### config.mk
export PLATFORM = sky130hd
export DESIGN_NAME = ifetch_bridge_flat
export DESIGN_NICKNAME = d
export VERILOG_FILES = /design/src/rtl/ifetch_bridge_if.sv /design/src/rtl/ifetch_bridge.sv /design/src/flat_wrapper.sv
export SDC_FILE = /design/constraint.sdc
export NUM_CORES = 1
export LEC_CHECK = 0
export CAP_MARGIN = 0
export CORE_AREA = 2 2 170 172
export CTS_CLUSTER_SIZE = 28
export DETAILED_ROUTE_END_ITERATION = 10
export DIE_AREA = 0 0 172 174
export PLACE_DENSITY = 0.59
export SYNTH_ARGS = -nofsm -noshare
export SYNTH_HDL_FRONTEND = slang
export SYNTH_SLANG_ARGS = --single-unit
### constraint.sdc
create_clock -name clk -period 5.52 [get_ports clk]
set_input_delay 1.104 -clock clk [delete_from_list [all_inputs] [get_ports clk]]
set_output_delay 1.104 -clock clk [all_outputs]
set_load 0.05 [all_outputs]
### src/rtl/ifetch_bridge_if.sv
// Single-outstanding instruction bus: the bridge is master (req/addr), the memory side is slave.
// No flow control beyond req/gnt; responses are qualified by bus_rvalid.
interface ifetch_bridge_if;
  logic        bus_req;
  logic [31:0] bus_addr;
  logic        bus_gnt;
  logic        bus_rvalid;
  logic [31:0] bus_rdata;
  logic        bus_err;

  modport master (
    output bus_req,
    output bus_addr,
    input  bus_gnt,
    input  bus_rvalid,
    input  bus_rdata,
    input  bus_err
  );

  modport slave (
    input  bus_req,
    input  bus_addr,
    output bus_gnt,
    output bus_rvalid,
    output bus_rdata,
    output bus_err
  );
endinterface

### src/rtl/ifetch_bridge.sv
// Fetch bridge with a 2-entry word buffer and next-sequential prefetch; miss penalty 3 cycles on a zero-wait bus.
// The core is stalled through ifValid=0; bus_req is held until granted and never withdrawn.
module ifetch_bridge #(
  parameter bit PREFETCH = 1'b1
) (
  input  logic            clk,
  input  logic            rst,
  input  logic [31:0]     pcIn,
  input  logic            invalidate,
  output logic [31:0]     instr,
  output logic            ifValid,
  output logic            ifFault,
  ifetch_bridge_if.master bus
);

  typedef enum logic [1:0] {S_IDLE, S_REQ, S_WAIT} state_t;

  state_t           state;
  state_t           state_nxt;
  logic [1:0]       ent_vld;
  logic [1:0][28:0] ent_tag;
  logic [1:0][31:0] ent_dat;
  logic [31:0]      target;
  logic [31:0]      last_pc;
  logic             err_flt;
  logic             drop;

  logic [31:0]      next_pc;
  logic [31:0]      load_addr;
  logic             misaligned;
  logic             hit;
  logic             err_live;
  logic             nxt_buffered;
  logic             load;
  logic             resp;
  logic             do_write;
  logic             set_err;

  // The error fault only applies to the PC that was current when it was set.
  always_comb begin
    misaligned   = |pcIn[1:0];
    hit          = ent_vld[pcIn[2]] && (ent_tag[pcIn[2]] == pcIn[31:3]);
    err_live     = err_flt && (pcIn == last_pc);
    next_pc      = pcIn + 32'd4;
    nxt_buffered = ent_vld[next_pc[2]] && (ent_tag[next_pc[2]] == next_pc[31:3]);
    ifFault      = misaligned || err_live;
    ifValid      = hit && !ifFault;
    instr        = ent_dat[pcIn[2]];
  end

  always_ff @(posedge clk or negedge rst) begin
    if (!rst) begin
      state <= S_IDLE;
    end else begin
      state <= state_nxt;
    end
  end

  always_comb begin
    state_nxt = state;
    case (state)
      S_IDLE: begin
        if (!misaligned) begin
          if (!hit && !err_live) begin
            state_nxt = S_REQ;
          end else if (PREFETCH && hit && !nxt_buffered) begin
            state_nxt = S_REQ;
          end
        end
      end
      S_REQ:   if (bus.bus_gnt)    state_nxt = S_WAIT;
      S_WAIT:  if (bus.bus_rvalid) state_nxt = S_IDLE;
      default: state_nxt = S_IDLE;
    endcase
  end

  always_comb begin
    load      = (state == S_IDLE) && (state_nxt == S_REQ);
    load_addr = hit ? next_pc : pcIn;
    resp      = (state == S_WAIT) && bus.bus_rvalid;
    do_write  = resp && !bus.bus_err && !drop && !invalidate;
    set_err   = resp && bus.bus_err && !drop && !invalidate && (target == pcIn);
  end

  always_ff @(posedge clk or negedge rst) begin
    if (!rst) begin
      bus.bus_req  <= 1'b0;
      bus.bus_addr <= '0;
      target       <= '0;
      last_pc      <= '0;
      err_flt      <= 1'b0;
      drop         <= 1'b0;
      ent_vld      <= '0;
      ent_tag      <= '0;
      ent_dat      <= '0;
    end else begin
      bus.bus_req <= (state_nxt == S_REQ);
      last_pc     <= pcIn;
      if (load) begin
        target       <= load_addr;
        bus.bus_addr <= {load_addr[31:2], 2'b00};
      end
      // A response landing after an invalidate must not repopulate the buffer.
      drop <= (state_nxt != S_IDLE) && (drop || (invalidate && (state != S_IDLE)));
      if (invalidate) begin
        err_flt <= 1'b0;
      end else if (set_err) begin
        err_flt <= 1'b1;
      end else if (pcIn != last_pc) begin
        err_flt <= 1'b0;
      end
      if (invalidate) begin
        ent_vld <= '0;
      end else if (do_write) begin
        ent_vld[target[2]] <= 1'b1;
        ent_tag[target[2]] <= target[31:3];
        ent_dat[target[2]] <= bus.bus_rdata;
      end
    end
  end

endmodule

### src/flat_wrapper.sv
// flat-port wrapper written by rule: the top's interface ports become plain ports
module ifetch_bridge_flat 
#(
  parameter bit PREFETCH = 1'b1
)
  (clk, rst, pcIn, invalidate, instr, ifValid, ifFault, bus_bus_req, bus_bus_addr, bus_bus_gnt, bus_bus_rvalid, bus_bus_rdata, bus_bus_err);
  ifetch_bridge_if bus_i ();
  input  logic clk;
  input  logic rst;
  input  logic [31:0] pcIn;
  input  logic invalidate;
  output logic [31:0] instr;
  output logic ifValid;
  output logic ifFault;
  output wire logic [$bits(bus_i.bus_req)-1:0] bus_bus_req;
  output wire logic [$bits(bus_i.bus_addr)-1:0] bus_bus_addr;
  input wire logic [$bits(bus_i.bus_gnt)-1:0] bus_bus_gnt;
  input wire logic [$bits(bus_i.bus_rvalid)-1:0] bus_bus_rvalid;
  input wire logic [$bits(bus_i.bus_rdata)-1:0] bus_bus_rdata;
  input wire logic [$bits(bus_i.bus_err)-1:0] bus_bus_err;
  assign bus_bus_req = bus_i.bus_req;
  assign bus_bus_addr = bus_i.bus_addr;
  assign bus_i.bus_gnt = bus_bus_gnt;
  assign bus_i.bus_rvalid = bus_bus_rvalid;
  assign bus_i.bus_rdata = bus_bus_rdata;
  assign bus_i.bus_err = bus_bus_err;
  ifetch_bridge #(.PREFETCH(PREFETCH)) u_core (.clk(clk), .rst(rst), .pcIn(pcIn), .invalidate(invalidate), .instr(instr), .ifValid(ifValid), .ifFault(ifFault), .bus(bus_i));
endmodule
== After elaboration in Yosys (flattened, before gate mapping) ==
Index checks and enable logic that the tools add are counted.

* Div/mod/pow operators: 0
* Eq/ne operators: 8
* $lt $le $gt $ge: 4
* Shift-type cells: 0
* $mul: 0
* Mux-type cells: 30
* Bitwise logic cells: 2
* $add $sub $neg: 1
* Reductions and logical operators: 34

{| class="wikitable"
|+ Operators with widths
! cell !! count
|-
| $mux W29 || 5
|-
| $mux W32 || 4
|-
| $bwmux W64 || 1
|-
| $eq A32 B32 Y1 || 2
|-
| $bwmux W58 || 1
|-
| $eq A29 B29 Y1 || 2
|-
| $add A32 B3 Y32 const B || 1
|-
| $demux W32 S1 || 1
|-
| $ne A32 B32 Y1 || 1
|-
| $demux W29 S1 || 1
|-
| $logic_and A1 B1 Y1 || 18
|-
| $mux W2 || 7
|-
| $mux W1 || 8
|-
| $logic_not A1 Y1 || 7
|-
| $lt A1 B2 Y1 const B || 3
|-
| $pmux W2 S3 || 1
|-
| $reduce_bool A2 Y1 || 3
|-
| $eq A2 B1 Y1 const B || 2
|-
| $reduce_bool A3 Y1 || 1
|-
| $eq A2 B2 Y1 const B || 1
|-
| $logic_not A2 Y1 || 1
|-
| $logic_or A1 B1 Y1 || 2
|-
| $or A2 B2 Y2 || 1
|-
| $reduce_and A2 Y1 || 1
|-
| 4 further kinds || 4
|}

* Input bits: 70
* Memory bits (read-only): 0
* Bits in writable memories: 0
* Logic and storage cells: 91
* Flip-flop bits (word level): 223
* Memories kept: 0
* Bits in latches: 0

== Depth between registers and ports, before layout ==
* Depth after elaboration: 13
* Mapped depth: 12
* Mapped depth without buffers: 9

== Worst setup path after synthesis ==
Ideal clock, no wire load.

* Path type: input -> output
* Start point: input pcIn[2]
* End point: output ifValid
* Data required time: 4.416 ns
* Path buffers: 3
* Stages on the path: 10
* Data arrival time: 3.609 ns
* Slack: 0.807 ns
* Cell sequence: buf_6 buf_4 buf_2 xor2_1 nor4_1 nand4_1 nor2_1 nand4_1 nand2_1 nor3_1

* Longest elaborated chain between the ends: 5
* Elaborated cells between the ends (all ways): 11

{| class="wikitable"
|+ Ends and longest elaborated chain
! what !! line !! text
|-
| from (decl) || flat_wrapper.sv:10 || <nowiki>input logic [31:0] pcIn;</nowiki>
|-
| $eq A32 B32 Y1 || ifetch_bridge.sv:43 || <nowiki>err_live = err_flt && (pcIn == last_pc);</nowiki>
|-
| $logic_and A1 B1 Y1 || ifetch_bridge.sv:43 ||
|-
| $logic_or A1 B1 Y1 || ifetch_bridge.sv:46 || <nowiki>ifFault = misaligned || err_live;</nowiki>
|-
| via ifFault || flat_wrapper.sv:14 || <nowiki>output logic ifFault;</nowiki>
|-
| $logic_not A1 Y1 || ifetch_bridge.sv:47 || <nowiki>ifValid = hit && !ifFault;</nowiki>
|-
| $logic_and A1 B1 Y1 || ifetch_bridge.sv:47 ||
|-
| to (decl) || flat_wrapper.sv:13 || <nowiki>output logic ifValid;</nowiki>
|}

The timed path passes the listed nets, and every way through them passes these cells. The select of a mux whose other input is x is not followed.

== Final worst setup path ==
* Start point: input pcIn[9]
* End point: output ifFault

* Longest elaborated chain between the ends: 3

{| class="wikitable"
|+ Ends and longest elaborated chain
! what !! line
|-
| $eq A32 B32 Y1 || ifetch_bridge.sv:43
|-
| $logic_and A1 B1 Y1 || ifetch_bridge.sv:43
|-
| $logic_or A1 B1 Y1 || ifetch_bridge.sv:46
|-
| to (decl) || flat_wrapper.sv:14
|}

Every way passes these cells.

==> summary.md <==
| Metric | Value |
|---|---|
| Outcome | finished, final reports clean |
| Largest net degree at the start of global routing | 107 |
| Critical path arrival | 3.87 ns |
| Setup WS post-layout | ~0.54 ns |
| Ys async rst share | 1.000 |
| Crit Path Max Fanout | 8 |
| CTS Buf Count | 17 |
| Post CTS Setup Buffer Count | 0 |
| Fillers | 2607 |
| Worst setup EP type | output port |
| Pleak | 5.755 nW |
| PortBufs | 134 |
| Worst-Skew Late Latency | about 0.46 ns |
| # placed instances | 1397 |
| Gr ovfl total | 0 |
| Synth cell types | 53 |
| Crit path launch type | primary input |
| Clock root buffer | clkbuf_16 |
| Max Freq | 0.2010 GHz |
| Worst slew pin tran | approximately 0.93 ns |
| Vias in the first global route | 7737 |
| Synth cell count leaders | 193 x dfrtp_1, 157 x mux2_2, 84 x xor2_1, 82 x xnor2_1, 57 x mux2i_1 |
| Hold Crit Class | flop to flop |
| First-pass GRT wire length | approximately 47000 um |
| Setup Skew | 0.01740 ns |
| Main area contributors after synthesis | dfrtp_1 44%, mux2_2 16%, xor2_1 6.7% |
| Post-synth EDFFs | 0 |
| Placed cell areas | 12620 um2 |
| Clk buf depth | 2 |
| Mapped Cells | 936 |
| Final worst-path cycle share | 0.9014 |
| Register area share after synthesis | 0.4369 |
| WP data required | 4.42 ns |
| Post-DP HPWL | 21890 um |
| Power, Total | roughly 5.8 mW |
| Hold Fails Final Rpt | 0 |
| CTS H-Tree Depth | 4 |
| Maximum vdd drop | 0.2189 mV |
| Synthesis warning total | 0 |
| #FFs+latches synth | 193 |
| RSZ-0062 raised after global routing | no |
| Routed Antenna Nets | 0 |
| Initial core utilization | 0.3915 |
| Fin Setup TNS | 0 ns |
| Initial antenna violation count | 0 |
| Die area | 29930 um2 |
| Nets | 1103 |
| Placement Setup Slack | ~0.51 ns |
| Critical path class | primary input to output port |
| Via count | 7520 |
| Initial DRT Pass Iterations | 4 |
| GP Congestion | 0.9346 |
| Post-CTS Resized | 0 |
| Slew HR | 0.3786 |
| # rows | 62 |
| CTS Hold Bufs | 0 |
| Cell area after layout | 13280 um2 |
| DR vias/cell | ~5.3 |
| Synth top area share | 0.4369 |
| Main flop type after synthesis | dfrtp_1 |
| Detailed-route wire length | 29960 um |
| Syn_area_per_cell | 11.81 um2 |
| Die width | 172 um |
| Power density over the cells | 439.7 nW/um2 |
| Max-cap violation count | 0 |
| Total GRT Usage | 0.2079 |
| CTS tree | done |
| R2R Setup Slk | between 2 and 2.5 ns |
| Worst hold slack | a little over 0.5 ns |
| Worst-path clk slew | about 0.09 ns |
| Non-Filler Instances | 1429 |
| Synthesized area | 11050 um2 |
| Share of cells above drive strength 1 | 0.2536 |
| Top-count cell post-synth | dfrtp_1 |
| Diode count | 0 |
| Fin util | 0.4703 |
| Slew Limit Fails | 0 |
| P&R area growth vs syn | 20.14% |
| Drt drc | 0 |
| Die span in y | about 170 um |
| Post-synth top area cell | dfrtp_1 |
| Tmin final | 4.976 ns |
| Routed len/inst | around 21 um |
| Drt initial violations | 374 |
| CORE AREA | 28240 um2 |
| # setup viols final | 0 |
| Clock sinks | 193 |
| I/O pins | 137 |
power breakdown:
group          switching (mW)  total, mW  internal, mW
logic                    1.31       2.32          1.01
clock network           0.718       1.36         0.647
registers               0.332       2.15          1.82
total                    2.36       5.84          3.48
worst paths after layout:
path / start / depth (start not counted) / end
max in group asynchronous: rst / 2 / u_core.ent_dat[38]
max reg2reg: u_core.ent_tag[32] / 9 / u_core.bus.bus_addr[31]
max: pcIn[9] / 8 / ifFault
min: u_core.ent_dat[53] / 1 / u_core.ent_dat[53]
min in group asynchronous: rst / 1 / u_core.ent_tag[12]
min reg2reg: u_core.ent_dat[53] / 1 / u_core.ent_dat[53]
state kept, by name (all words and copies together) (netlist names):
register and count:
u_core.ent_vld 2, u_core.ent_tag 58, u_core.bus.bus_req 1, u_core.last_pc 32, u_core.bus.bus_addr 1, u_core.state 2
u_core.target 31, u_core.drop 1, u_core.ent_dat 64, u_core.err_flt 1
metal layers:
layer | wire length [um] | vias up | track usage
li1 | - | 3489 | -
met1 | 13660 | 3752 | 0.2845
met2 | 13740 | 224 | 0.3215
met3 | 1625 | 55 | 0.04281
met4 | 932 | 0 | 0.08368
met5 | 0 | - | 0
layout by cell type, fill, tap and decap left out, types with 7 or more instances in the layout:
cell	count
nor2_1	23
xor2_1	84
dfrtp_1	193
mux2_2	157
nor3_1	15
and4_1	7
o21ai_0	11
mux2i_1	57
nand2_1	28
buf_4	37
inv_1	8
clkbuf_16	17
nor4_1	35
clkdlybuf4s50_1	131
mux2_4	26
nand3_1	15
xnor2_1	82
and3_1	7
nand4_1	27
critical path, stage by stage:
cell             delay [ns]
clkdlybuf4s50_1        0.62
xor2_1                 0.25
nor4_1                 0.32
nand4_1                0.22
nor2_1                 0.15
nand4_1                0.16
nand2_1                0.21
clkdlybuf4s50_1        0.83
layout make-up:
cell class / instances / area, um2 / area share
clock buffer: 17 / 425.4 / 0.03203
clock inverter: 15 / 231.5 / 0.01743
inverter: 8 / 30.03 / 0.002261
multi-input combinational: 640 / 5620 / 0.4232
sequential: 193 / 4830 / 0.3637
tap: 384 / 480.5 / 0.03618
timing repair buffer: 172 / 1663 / 0.1252
cells by family after synthesis:
logic type / after synthesis / synth area share
AND/OR/NAND/NOR: 185 / 0.09587
buffers and inverters: 104 / 0.05569
AO/OA/AOI/OAI: 46 / 0.03169
XOR/XNOR: 166 / 0.1315
flip-flops: 193 / 0.4369
adder cells (fa/ha/maj): 1 / 0.001132
other: 1 / 0.0003392
multiplexers: 240 / 0.2469
Note: power is estimated with default switching activity, not from simulation.
